## src/rtl/clkrst_pkg.sv

```systemverilog
// Shared state encoding, default timing and small helpers for the clock/reset
// sequencing blocks.
package clkrst_pkg;

    localparam int unsigned PLL_RST_CYCLES_DEF = 32'd16;
    localparam int unsigned LOCK_TIMEOUT_DEF   = 32'd65535;
    localparam int unsigned STABLE_CYCLES_DEF  = 32'd1024;

    localparam int              RETRY_W   = 8;
    localparam logic [RETRY_W-1:0] RETRY_MAX = {RETRY_W{1'b1}};

    typedef enum logic [1:0] {
        PLL_RST   = 2'd0,
        WAIT_LOCK = 2'd1,
        STABLE    = 2'd2,
        RUN       = 2'd3
    } seq_state_e;

    // Saturating increment: the retry tally sticks at all-ones instead of wrapping.
    function automatic logic [RETRY_W-1:0] sat_inc(input logic [RETRY_W-1:0] v);
        if (v == RETRY_MAX) begin
            return v;
        end else begin
            return v + {{(RETRY_W-1){1'b0}}, 1'b1};
        end
    endfunction

    function automatic int unsigned max3_u(input int unsigned a,
                                           input int unsigned b,
                                           input int unsigned c);
        int unsigned m;
        m = (a > b) ? a : b;
        return (m > c) ? m : c;
    endfunction

endpackage

```

## src/rtl/pll_reset_seq_if.sv

```systemverilog
// Connection bundle between the reset sequencer and the PLL wrapper / PLL-domain logic.
interface pll_reset_seq_if;
    import clkrst_pkg::*;

    logic               pll_locked;
    logic               pll_resetb;
    logic               sys_reset;
    logic               ready;
    logic [RETRY_W-1:0] retry_count;

    modport master (
        input  pll_locked,
        output pll_resetb,
        output sys_reset,
        output ready,
        output retry_count
    );

    modport slave (
        output pll_locked,
        input  pll_resetb,
        input  sys_reset,
        input  ready,
        input  retry_count
    );
endinterface

```

## src/rtl/sync_2ff.sv

```systemverilog
// Two-flop synchronizer for a single asynchronous level input.
module sync_2ff (
    input  logic clk,
    input  logic reset,
    input  logic i_d,
    output logic o_q
);
    logic r_meta;
    logic r_sync;

    // Capture stage followed by the settle stage; both clear on reset
    always_ff @(posedge clk or posedge reset) begin
        if (reset) begin
            r_meta <= 1'b0;
            r_sync <= 1'b0;
        end else begin
            r_meta <= i_d;
            r_sync <= r_meta;
        end
    end

    assign o_q = r_sync;
endmodule

```

## src/rtl/pll_reset_seq.sv

```systemverilog
// PLL reset sequencer: pulses PLL RESETB, waits for a continuously stable lock,
// then releases the PLL-domain system reset; retries on lock timeout or loss.
module pll_reset_seq
    import clkrst_pkg::*;
#(
    parameter int unsigned PLL_RST_CYCLES = PLL_RST_CYCLES_DEF,
    parameter int unsigned LOCK_TIMEOUT   = LOCK_TIMEOUT_DEF,
    parameter int unsigned STABLE_CYCLES  = STABLE_CYCLES_DEF
) (
    input  logic            clk,
    input  logic            reset,
    pll_reset_seq_if.master bus
);
    localparam int unsigned CNT_MAX = max3_u(PLL_RST_CYCLES, LOCK_TIMEOUT, STABLE_CYCLES);
    localparam int          CNT_W   = $clog2(CNT_MAX + 32'd1);

    localparam logic [CNT_W-1:0] CNT_ZERO    = {CNT_W{1'b0}};
    localparam logic [CNT_W-1:0] CNT_ONE     = CNT_W'(1'b1);
    localparam logic [CNT_W-1:0] RST_LAST    = CNT_W'(PLL_RST_CYCLES - 32'd1);
    localparam logic [CNT_W-1:0] TIMEOUT_END = CNT_W'(LOCK_TIMEOUT - 32'd1);
    localparam logic [CNT_W-1:0] STABLE_END  = CNT_W'(STABLE_CYCLES - 32'd1);

    seq_state_e         r_state;
    seq_state_e         w_state_nxt;
    logic [CNT_W-1:0]   r_cnt;
    logic [CNT_W-1:0]   w_cnt_nxt;
    logic [RETRY_W-1:0] r_retry;
    logic [RETRY_W-1:0] w_retry_nxt;
    logic               r_pll_resetb;
    logic               r_sys_reset;
    logic               r_ready;
    logic               w_pll_resetb_nxt;
    logic               w_sys_reset_nxt;
    logic               w_ready_nxt;
    logic               w_lk;

    sync_2ff u_lock_sync (
        .clk   (clk),
        .reset (reset),
        .i_d   (bus.pll_locked),
        .o_q   (w_lk)
    );

    // State, shared counter, retry tally and the registered outputs
    always_ff @(posedge clk or posedge reset) begin
        if (reset) begin
            r_state      <= PLL_RST;
            r_cnt        <= CNT_ZERO;
            r_retry      <= {RETRY_W{1'b0}};
            r_pll_resetb <= 1'b0;
            r_sys_reset  <= 1'b1;
            r_ready      <= 1'b0;
        end else begin
            r_state      <= w_state_nxt;
            r_cnt        <= w_cnt_nxt;
            r_retry      <= w_retry_nxt;
            r_pll_resetb <= w_pll_resetb_nxt;
            r_sys_reset  <= w_sys_reset_nxt;
            r_ready      <= w_ready_nxt;
        end
    end

    // Next-state, counter and retry decisions; a lock seen on the timeout cycle wins
    always_comb begin
        w_state_nxt = r_state;
        w_cnt_nxt   = r_cnt + CNT_ONE;
        w_retry_nxt = r_retry;
        case (r_state)
            PLL_RST: begin
                if (r_cnt == RST_LAST) begin
                    w_state_nxt = WAIT_LOCK;
                    w_cnt_nxt   = CNT_ZERO;
                end else begin
                    w_state_nxt = PLL_RST;
                end
            end
            WAIT_LOCK: begin
                if (w_lk) begin
                    w_state_nxt = STABLE;
                    w_cnt_nxt   = CNT_ZERO;
                end else if (r_cnt == TIMEOUT_END) begin
                    w_state_nxt = PLL_RST;
                    w_cnt_nxt   = CNT_ZERO;
                    w_retry_nxt = sat_inc(r_retry);
                end else begin
                    w_state_nxt = WAIT_LOCK;
                end
            end
            STABLE: begin
                if (!w_lk) begin
                    w_state_nxt = WAIT_LOCK;
                    w_cnt_nxt   = CNT_ZERO;
                end else if (r_cnt == STABLE_END) begin
                    w_state_nxt = RUN;
                    w_cnt_nxt   = CNT_ZERO;
                end else begin
                    w_state_nxt = STABLE;
                end
            end
            RUN: begin
                w_cnt_nxt = CNT_ZERO;
                if (!w_lk) begin
                    w_state_nxt = PLL_RST;
                    w_retry_nxt = sat_inc(r_retry);
                end else begin
                    w_state_nxt = RUN;
                end
            end
            default: begin
                w_state_nxt = PLL_RST;
                w_cnt_nxt   = CNT_ZERO;
            end
        endcase
    end

    // Outputs decoded from the next state so they register together with the state
    always_comb begin
        w_pll_resetb_nxt = 1'b1;
        w_sys_reset_nxt  = 1'b1;
        w_ready_nxt      = 1'b0;
        case (w_state_nxt)
            PLL_RST: begin
                w_pll_resetb_nxt = 1'b0;
            end
            WAIT_LOCK, STABLE: begin
                w_pll_resetb_nxt = 1'b1;
            end
            RUN: begin
                w_sys_reset_nxt = 1'b0;
                w_ready_nxt     = 1'b1;
            end
            default: begin
                w_pll_resetb_nxt = 1'b0;
            end
        endcase
    end

    assign bus.pll_resetb  = r_pll_resetb;
    assign bus.sys_reset   = r_sys_reset;
    assign bus.ready       = r_ready;
    assign bus.retry_count = r_retry;
endmodule

```

## src/flat_wrapper.sv

```systemverilog
// flat-port wrapper written by rule: the top's interface ports become plain ports
module pll_reset_seq_flat import clkrst_pkg::*;
#(
    parameter int unsigned PLL_RST_CYCLES = PLL_RST_CYCLES_DEF,
    parameter int unsigned LOCK_TIMEOUT   = LOCK_TIMEOUT_DEF,
    parameter int unsigned STABLE_CYCLES  = STABLE_CYCLES_DEF
)
  (clk, reset, bus_pll_locked, bus_pll_resetb, bus_sys_reset, bus_ready, bus_retry_count);
  pll_reset_seq_if bus_i ();
  input  logic clk;
  input  logic reset;
  input wire logic [$bits(bus_i.pll_locked)-1:0] bus_pll_locked;
  output wire logic [$bits(bus_i.pll_resetb)-1:0] bus_pll_resetb;
  output wire logic [$bits(bus_i.sys_reset)-1:0] bus_sys_reset;
  output wire logic [$bits(bus_i.ready)-1:0] bus_ready;
  output wire logic [$bits(bus_i.retry_count)-1:0] bus_retry_count;
  assign bus_i.pll_locked = bus_pll_locked;
  assign bus_pll_resetb = bus_i.pll_resetb;
  assign bus_sys_reset = bus_i.sys_reset;
  assign bus_ready = bus_i.ready;
  assign bus_retry_count = bus_i.retry_count;
  pll_reset_seq #(.PLL_RST_CYCLES(PLL_RST_CYCLES), .LOCK_TIMEOUT(LOCK_TIMEOUT), .STABLE_CYCLES(STABLE_CYCLES)) u_core (.clk(clk), .reset(reset), .bus(bus_i));
endmodule
```

## config.mk

```make
export PLATFORM = sky130hd
export DESIGN_NAME = pll_reset_seq_flat
export DESIGN_NICKNAME = d
export VERILOG_FILES = /design/src/rtl/clkrst_pkg.sv /design/src/rtl/pll_reset_seq_if.sv /design/src/rtl/sync_2ff.sv /design/src/rtl/pll_reset_seq.sv /design/src/flat_wrapper.sv
export SDC_FILE = /design/constraint.sdc
export NUM_CORES = 1
export LEC_CHECK = 0
export CAP_MARGIN = 40
export CORE_UTILIZATION = 60
export CTS_CLUSTER_SIZE = 20
export DETAILED_ROUTE_END_ITERATION = 6
export DONT_BUFFER_PORTS = 1
export PLACE_DENSITY_LB_ADDON = 0.3
export SLEW_MARGIN = 30
export SYNTH_ARGS = -nofsm -noshare
export SYNTH_HDL_FRONTEND = slang
export SYNTH_SLANG_ARGS = --single-unit
```

## constraint.sdc

```tcl
create_clock -name clk -period 4.2 [get_ports clk]
set_input_delay 0.84 -clock clk [delete_from_list [all_inputs] [get_ports clk]]
set_output_delay 0.84 -clock clk [all_outputs]
set_load 0.03 [all_outputs]
```

==> results of run 1 <==
## cell type report
type	count	share of cell area, %
multi-input cells	116	47.7
flip-flops and latches	31	45.2
clock buffers	7	2.62
well taps	30	2.18
inverters	9	1.97
clock inverters	1	0.291
## worst max-delay path, cell delays in order, from the launching register on
cell and delay, ns:
dfrtp_1 0.41, nand3_1 0.34, or4_4 0.66, a21oi_4 0.39, a211oi_1 0.15
## power breakdown
group / leakage (nW) / switching (W) / internal (W)
registers: 0.413 / 0.0000992 / 0.000349
logic: 0.270 / 0.000130 / 0.0000808
clock network: 0.0293 / 0.0000936 / 0.0000651
## sequential cells by signal, summed over array words and instances, names as in the netlist
signal,flops
u_core.bus.retry_count,8
u_core.u_lock_sync.r_meta,1
u_core.bus.ready,1
u_core.bus.pll_resetb,1
u_core.u_lock_sync.o_q,1
u_core.bus.sys_reset,1
u_core.r_cnt,16
u_core.r_state,2
## cells in the mapped netlist (2+ instances only)
cell,instances,area [µm²]
ha_1,3,37.5
nor2b_1,2,12.5
nand2b_1,3,18.8
nand2_1,7,26.3
xor2_1,2,17.5
nand4_1,4,25.0
o21ai_0,8,40.0
xnor2_1,16,140
a2111oi_0,2,17.5
a21oi_1,12,60.1
dfrtp_1,30,751
mux2_2,3,33.8
nor4_1,6,37.5
a31oi_1,2,12.5
a211oi_1,4,30.0
inv_1,9,33.8
nor3_1,4,20.0
nor2_1,9,33.8
nand3_1,9,45.0
## kinds of logic after synthesis
family          Yosys count
xor+xnor                 18
flops                    31
compound gates           37
mux                       3
fa+ha+maj                 3
buf+inv                  13
simple gates             55
## per-stage QoR
step / std cells / util (%) / setup slack (ns)
CTS: 194 / 67.6 / 2.10
global placement: 186 / 65.6 / 2.17
global route: 194 / 67.6 / 1.94
detailed placement: 186 / 65.6 / 2.11
floorplan: 160 / - / 2.37
finish: 194 / 67.6 / 2.11
## how the worst max path moves through the flow
stage / slack [ns] / startpoint / endpoint
after floorplan: 2.37 / u_core.r_cnt[0]$_DFF_PP0_ / u_core.r_cnt[10]$_DFF_PP0_
after global placement: 2.17 / u_core.r_cnt[5]$_DFF_PP0_ / u_core.r_cnt[0]$_DFF_PP0_
after detailed placement: 2.11 / u_core.r_cnt[5]$_DFF_PP0_ / u_core.r_cnt[0]$_DFF_PP0_
after CTS: 2.10 / u_core.r_cnt[5]$_DFF_PP0_ / u_core.r_cnt[0]$_DFF_PP0_
after global routing: 1.94 / u_core.r_cnt[5]$_DFF_PP0_ / u_core.r_cnt[0]$_DFF_PP0_
final: 2.11 / u_core.r_cnt[5]$_DFF_PP0_ / u_core.r_cnt[0]$_DFF_PP0_
## routing by layer
layer	share of wire (%)	GRT usage, %	wire (µm)
met5	0	0	0
met4	1.2	9.40	36
met3	5.5	9.17	167
met2	48	40.0	1450
met1	45	29.9	1370
==> qor.txt, run 1 <==
Worst Reg-to-Reg Cells: 4
Tot Pwr: 0.000818 W
Starting Density: 65.2%
Ys Warns: 0
# diodes: 0
Async set or reset register ratio after synthesis: 100%
Fmax achieved: 478 MHz
Rel. slew slack: 57.7%
Worst hold endpoint: u_core.u_lock_sync.o_q$_DFF_PP0_
Fraction of layout cells with a size suffix above 1: 11.0%
Placeable Area: 2540 µm²
Synth Area in Compound Gates: 15.2%
Die W: 54.6 µm
First-pass GRT wire length: 5030 µm
Die area: 2980 µm²
Largest net degree at the start of global routing: 32
Beginning of the worst hold path: u_core.u_lock_sync.r_meta$_DFF_PP0_
Final Cell Area: 1720 µm²
EDFF count, synth: 0
Simple-Gate Fraction of Synth Area: 20.5%
Setup crit end kind: register
Most frequent cells in the layout: dfrtp_1 (30), xnor2_1 (16), a21oi_1 (12), nor2_1 (9), nand3_1 (9)
Setup TNS: 0 ns
Max Cap Violations: 0
Sequential element share of the synthesized area: 46.8%
Post-CTS Setup Repair Bufs: 0
DR iter-0 viols: 31
GRT overflow: 0
Most common cell after layout, fill and taps aside: dfrtp_1
R2R Setup Slk: 2.11 ns
DR vias: 1216
Rows: 18
Reg-to-Reg End: u_core.r_cnt[0]$_DFF_PP0_
Post-synthesis mux area share: 2.04%
All-Layer GR Usage: 24.8%
Register bit total from synthesis: 31
Final Cycle Share: 49.8%
Clock sinks: 31
XOR/XNOR Fraction of Synth Area: 9.50%
Number of antenna violations at the first check in global routing: 0
Multi-input logic area: 821 µm²
Clock insertion delay at the later pin of the skew report: 0.32 ns
Via density: 6.27
GPL Wtd Cong: 0.910
IO Port Bufs: 0
Num CTS Buffers: 5
Synthesized area: 1660 µm²
PostCTS Resize Cnt: 0
CP Launch Type: register
WS Path Type: reg -> reg
ANT nets after route: 0
Final nets: 169
Mapped Cells: 160
CTS Hold Bufs: 0
Detail Placement HPWL: 2110 µm
Cell Pwr Density: 476 nW/µm²
Synth unique cells: 44
Cell Area, Placed: 1670 µm²
Filler cells: 206
Largest family of logic cells by synthesized area: simple AND/OR/NAND/NOR gates
Syn avg cell area: 10.4 µm²
Root Buffer: clkbuf_4
Critical path peak fanout: 16
Die H: 54.6 µm
Register area: 777 µm²
Run status: finished clean
Clock transition at the registers of the reported paths: 0.09 ns
Router iterations before antenna repair: 4
Vias in the first global route: 1162
# DRC: 0
Worst Hold Slack: 0.357 ns
RSZ-0062 raised after global routing: no
Area grow syn2layout: 3.62%
Reg2reg start: u_core.r_cnt[5]$_DFF_PP0_
Fin. Hold Viols: 0
WP data required: 4.39 ns
Primary FF master, synth: dfrtp_1
Static leakage: 0.712 nW
Clock Skew: 0.00769 ns
Post-DR wirelength/cell: 15.6 µm
Synth Net Count: 166
Detailed-route wire length: 3020 µm
Max IR drop VDD: 0.468 mV
Worst-margin pin slew: 0.634 ns
H-tree depth: 2
Final setup violation count: 0
Clock tree buffer depth: 2
Final Slew Violations: 0
Tmin final: 2.09 ns
Hold path depth: 0
Top Ports: 14
Min-Delay Path Class: reg -> reg
TritonCTS clock tree: done
Critical path arrival: 2.28 ns
Synth Area in Adders: 2.26%
(Power assumes the default switching activity.)
==> inputs of run 2 (changes only) <==
- clock period: 4.2 -> 2.1 ns (I/O delays scaled with it)
==> qor.txt, run 2 (synthesis gave the netlist of run 1 again) <==
Fraction of layout cells with a size suffix above 1: 17.6%
Clock Skew: 0.00931 ns
Number of antenna violations at the first check in global routing: 0
Router iterations before antenna repair: 4
Final Slew Violations: 0
Min-Delay Path Class: in -> async
Reg2reg start: u_core.r_cnt[0]$_DFF_PP0_
Detail Placement HPWL: 2370 µm
All-Layer GR Usage: 25.7%
Worst-margin pin slew: 0.566 ns
Detailed-route wire length: 3250 µm
Largest net degree at the start of global routing: 19
RSZ-0062 raised after global routing: no
Crit path from: u_core.r_cnt[0]$_DFF_PP0_
Root Buffer: clkbuf_4
Cell Pwr Density: 939 nW/µm²
Final setup violation count: 0
Fmax achieved: 511 MHz
Non-Filler Instances: 206
CP Launch Type: register
Critical path arrival: 2.14 ns
Setup crit end kind: register
Worst setup path end: u_core.r_cnt[3]$_DFF_PP0_
R2R Setup Slk: 0.14 ns
Number of flip-flops in the largest register: 16
Area grow syn2layout: 10.7%
Final Cycle Share: 93.1%
DR iter-0 viols: 42
Vias in the first global route: 1157
Met3 usage: 9.17%
Clock insertion delay at the later pin of the skew report: 0.33 ns
Starting Density: 65.2%
Clock tree buffer depth: 2
Post-Place Cells: 197
GRT overflow: 0
Critical path peak fanout: 17
Max Cap Violations: 0
Top Ports: 14
Static leakage: 0.786 nW
Rows: 18
Cell Area, Placed: 1760 µm²
Die area: 2980 µm²
Run status: finished clean
Worst Reg-to-Reg Cells: 5
Final Cell Area: 1840 µm²
Most common cell after layout, fill and taps aside: dfrtp_1
Largest Register: u_core.r_cnt
Reg-to-Reg End: u_core.r_cnt[3]$_DFF_PP0_
IO Port Bufs: 0
# diodes: 0
# DRC: 0
Max IR drop VDD: 0.738 mV
Tmin final: 1.96 ns
Die W: 54.6 µm
Num CTS Buffers: 5
H-tree depth: 2
WP data required: 2.29 ns
TritonCTS clock tree: done
Most frequent cells in the layout: dfrtp_1 (30), xnor2_1 (16), a21oi_1 (12), buf_4 (10)
First-pass GRT wire length: 5210 µm
Via density: 6.36
Worst Hold Slack: 0.0138 ns
Fin. Hold Viols: 0
Placeable Area: 2540 µm²
DR vias: 1310
Die H: 54.6 µm
GRT met1 Usage: 30.6%
GPL Wtd Cong: 0.881
Rel. slew slack: 62.2%
Gr busiest metal: met2
Setup TNS: 0 ns
Clock sinks: 31
Final nets: 181
WS Path Type: reg -> reg
Post-DR wirelength/cell: 15.8 µm
ANT nets after route: 0
Clock transition at the registers of the reported paths: 0.10 ns
Met2 usage: 43.0%
-- run 2: changes by cell type in the layout (fill, tap and decap cells not counted), sizes merged --
| cell | delta |
|---|---|
| buf | +12 |
| clkbuf | -2 |
| clkinv | +2 |
-- run 2: area by class of cell --
type	instances	area (µm²)
multi-input cells	116	821
flip-flops and latches	31	777
fillers	188	708
repair buffers	12	115
clock buffers	5	37.5
well taps	30	37.5
inverters	9	33.8
clock inverters	3	15.0
-- run 2: what timing repair did --
action / CTS / global route
setup buffers: 0 / 1
gates resized for setup: 0 / 0
hold buffers: 0 / 0
hold endpoints to repair: 0 / 0
setup endpoints to repair: 0 / 16
-- run 2: worst min path at each step --
stage | from | endpoint | cells after the start
final | reset | u_core.r_cnt[10]$_DFF_PP0_ | 1
after global placement | u_core.u_lock_sync.r_meta$_DFF_PP0_ | u_core.u_lock_sync.o_q$_DFF_PP0_ | 0
after CTS | reset | u_core.r_cnt[10]$_DFF_PP0_ | 1
after global routing | reset | u_core.r_cnt[10]$_DFF_PP0_ | 1
after floorplan | u_core.u_lock_sync.r_meta$_DFF_PP0_ | u_core.u_lock_sync.o_q$_DFF_PP0_ | 0
after detailed placement | u_core.u_lock_sync.r_meta$_DFF_PP0_ | u_core.u_lock_sync.o_q$_DFF_PP0_ | 0
-- run 2: routing by layer --
metal | vias to the layer above | part of all wire (%)
li1 | 624 | -
met1 | 644 | 44
met2 | 36 | 50
met3 | 6 | 5.1
met4 | 0 | 1.2
met5 | - | 0
-- run 2: through the flow --
stage | total power, W | util [%] | worst slack [ns]
final | 0.00172 | 72.2 | 0.145
after global routing | 0.00183 | 72.2 | 0.00216
after CTS | 0.00168 | 71.4 | 0.0611
after detailed placement | 0.00136 | 69.3 | 0.0676
after global placement | 0.00133 | 69.3 | 0.123
after floorplan | 0.00124 | - | 0.274
-- run 2: where the power goes --
group          total [W]  internal, W  switching [W]
Clock           0.000331     0.000124       0.000206
Sequential      0.000850     0.000699       0.000151
Combinational   0.000543     0.000222       0.000322
Total            0.00172      0.00104       0.000679
-- run 2: worst max-delay path, stage by stage (launching register included) --
cell	delay [ns]
dfrtp_1	0.43
ha_1	0.23
nand3_1	0.13
or3_1	0.47
o21ai_4	0.41
a211oi_1	0.15
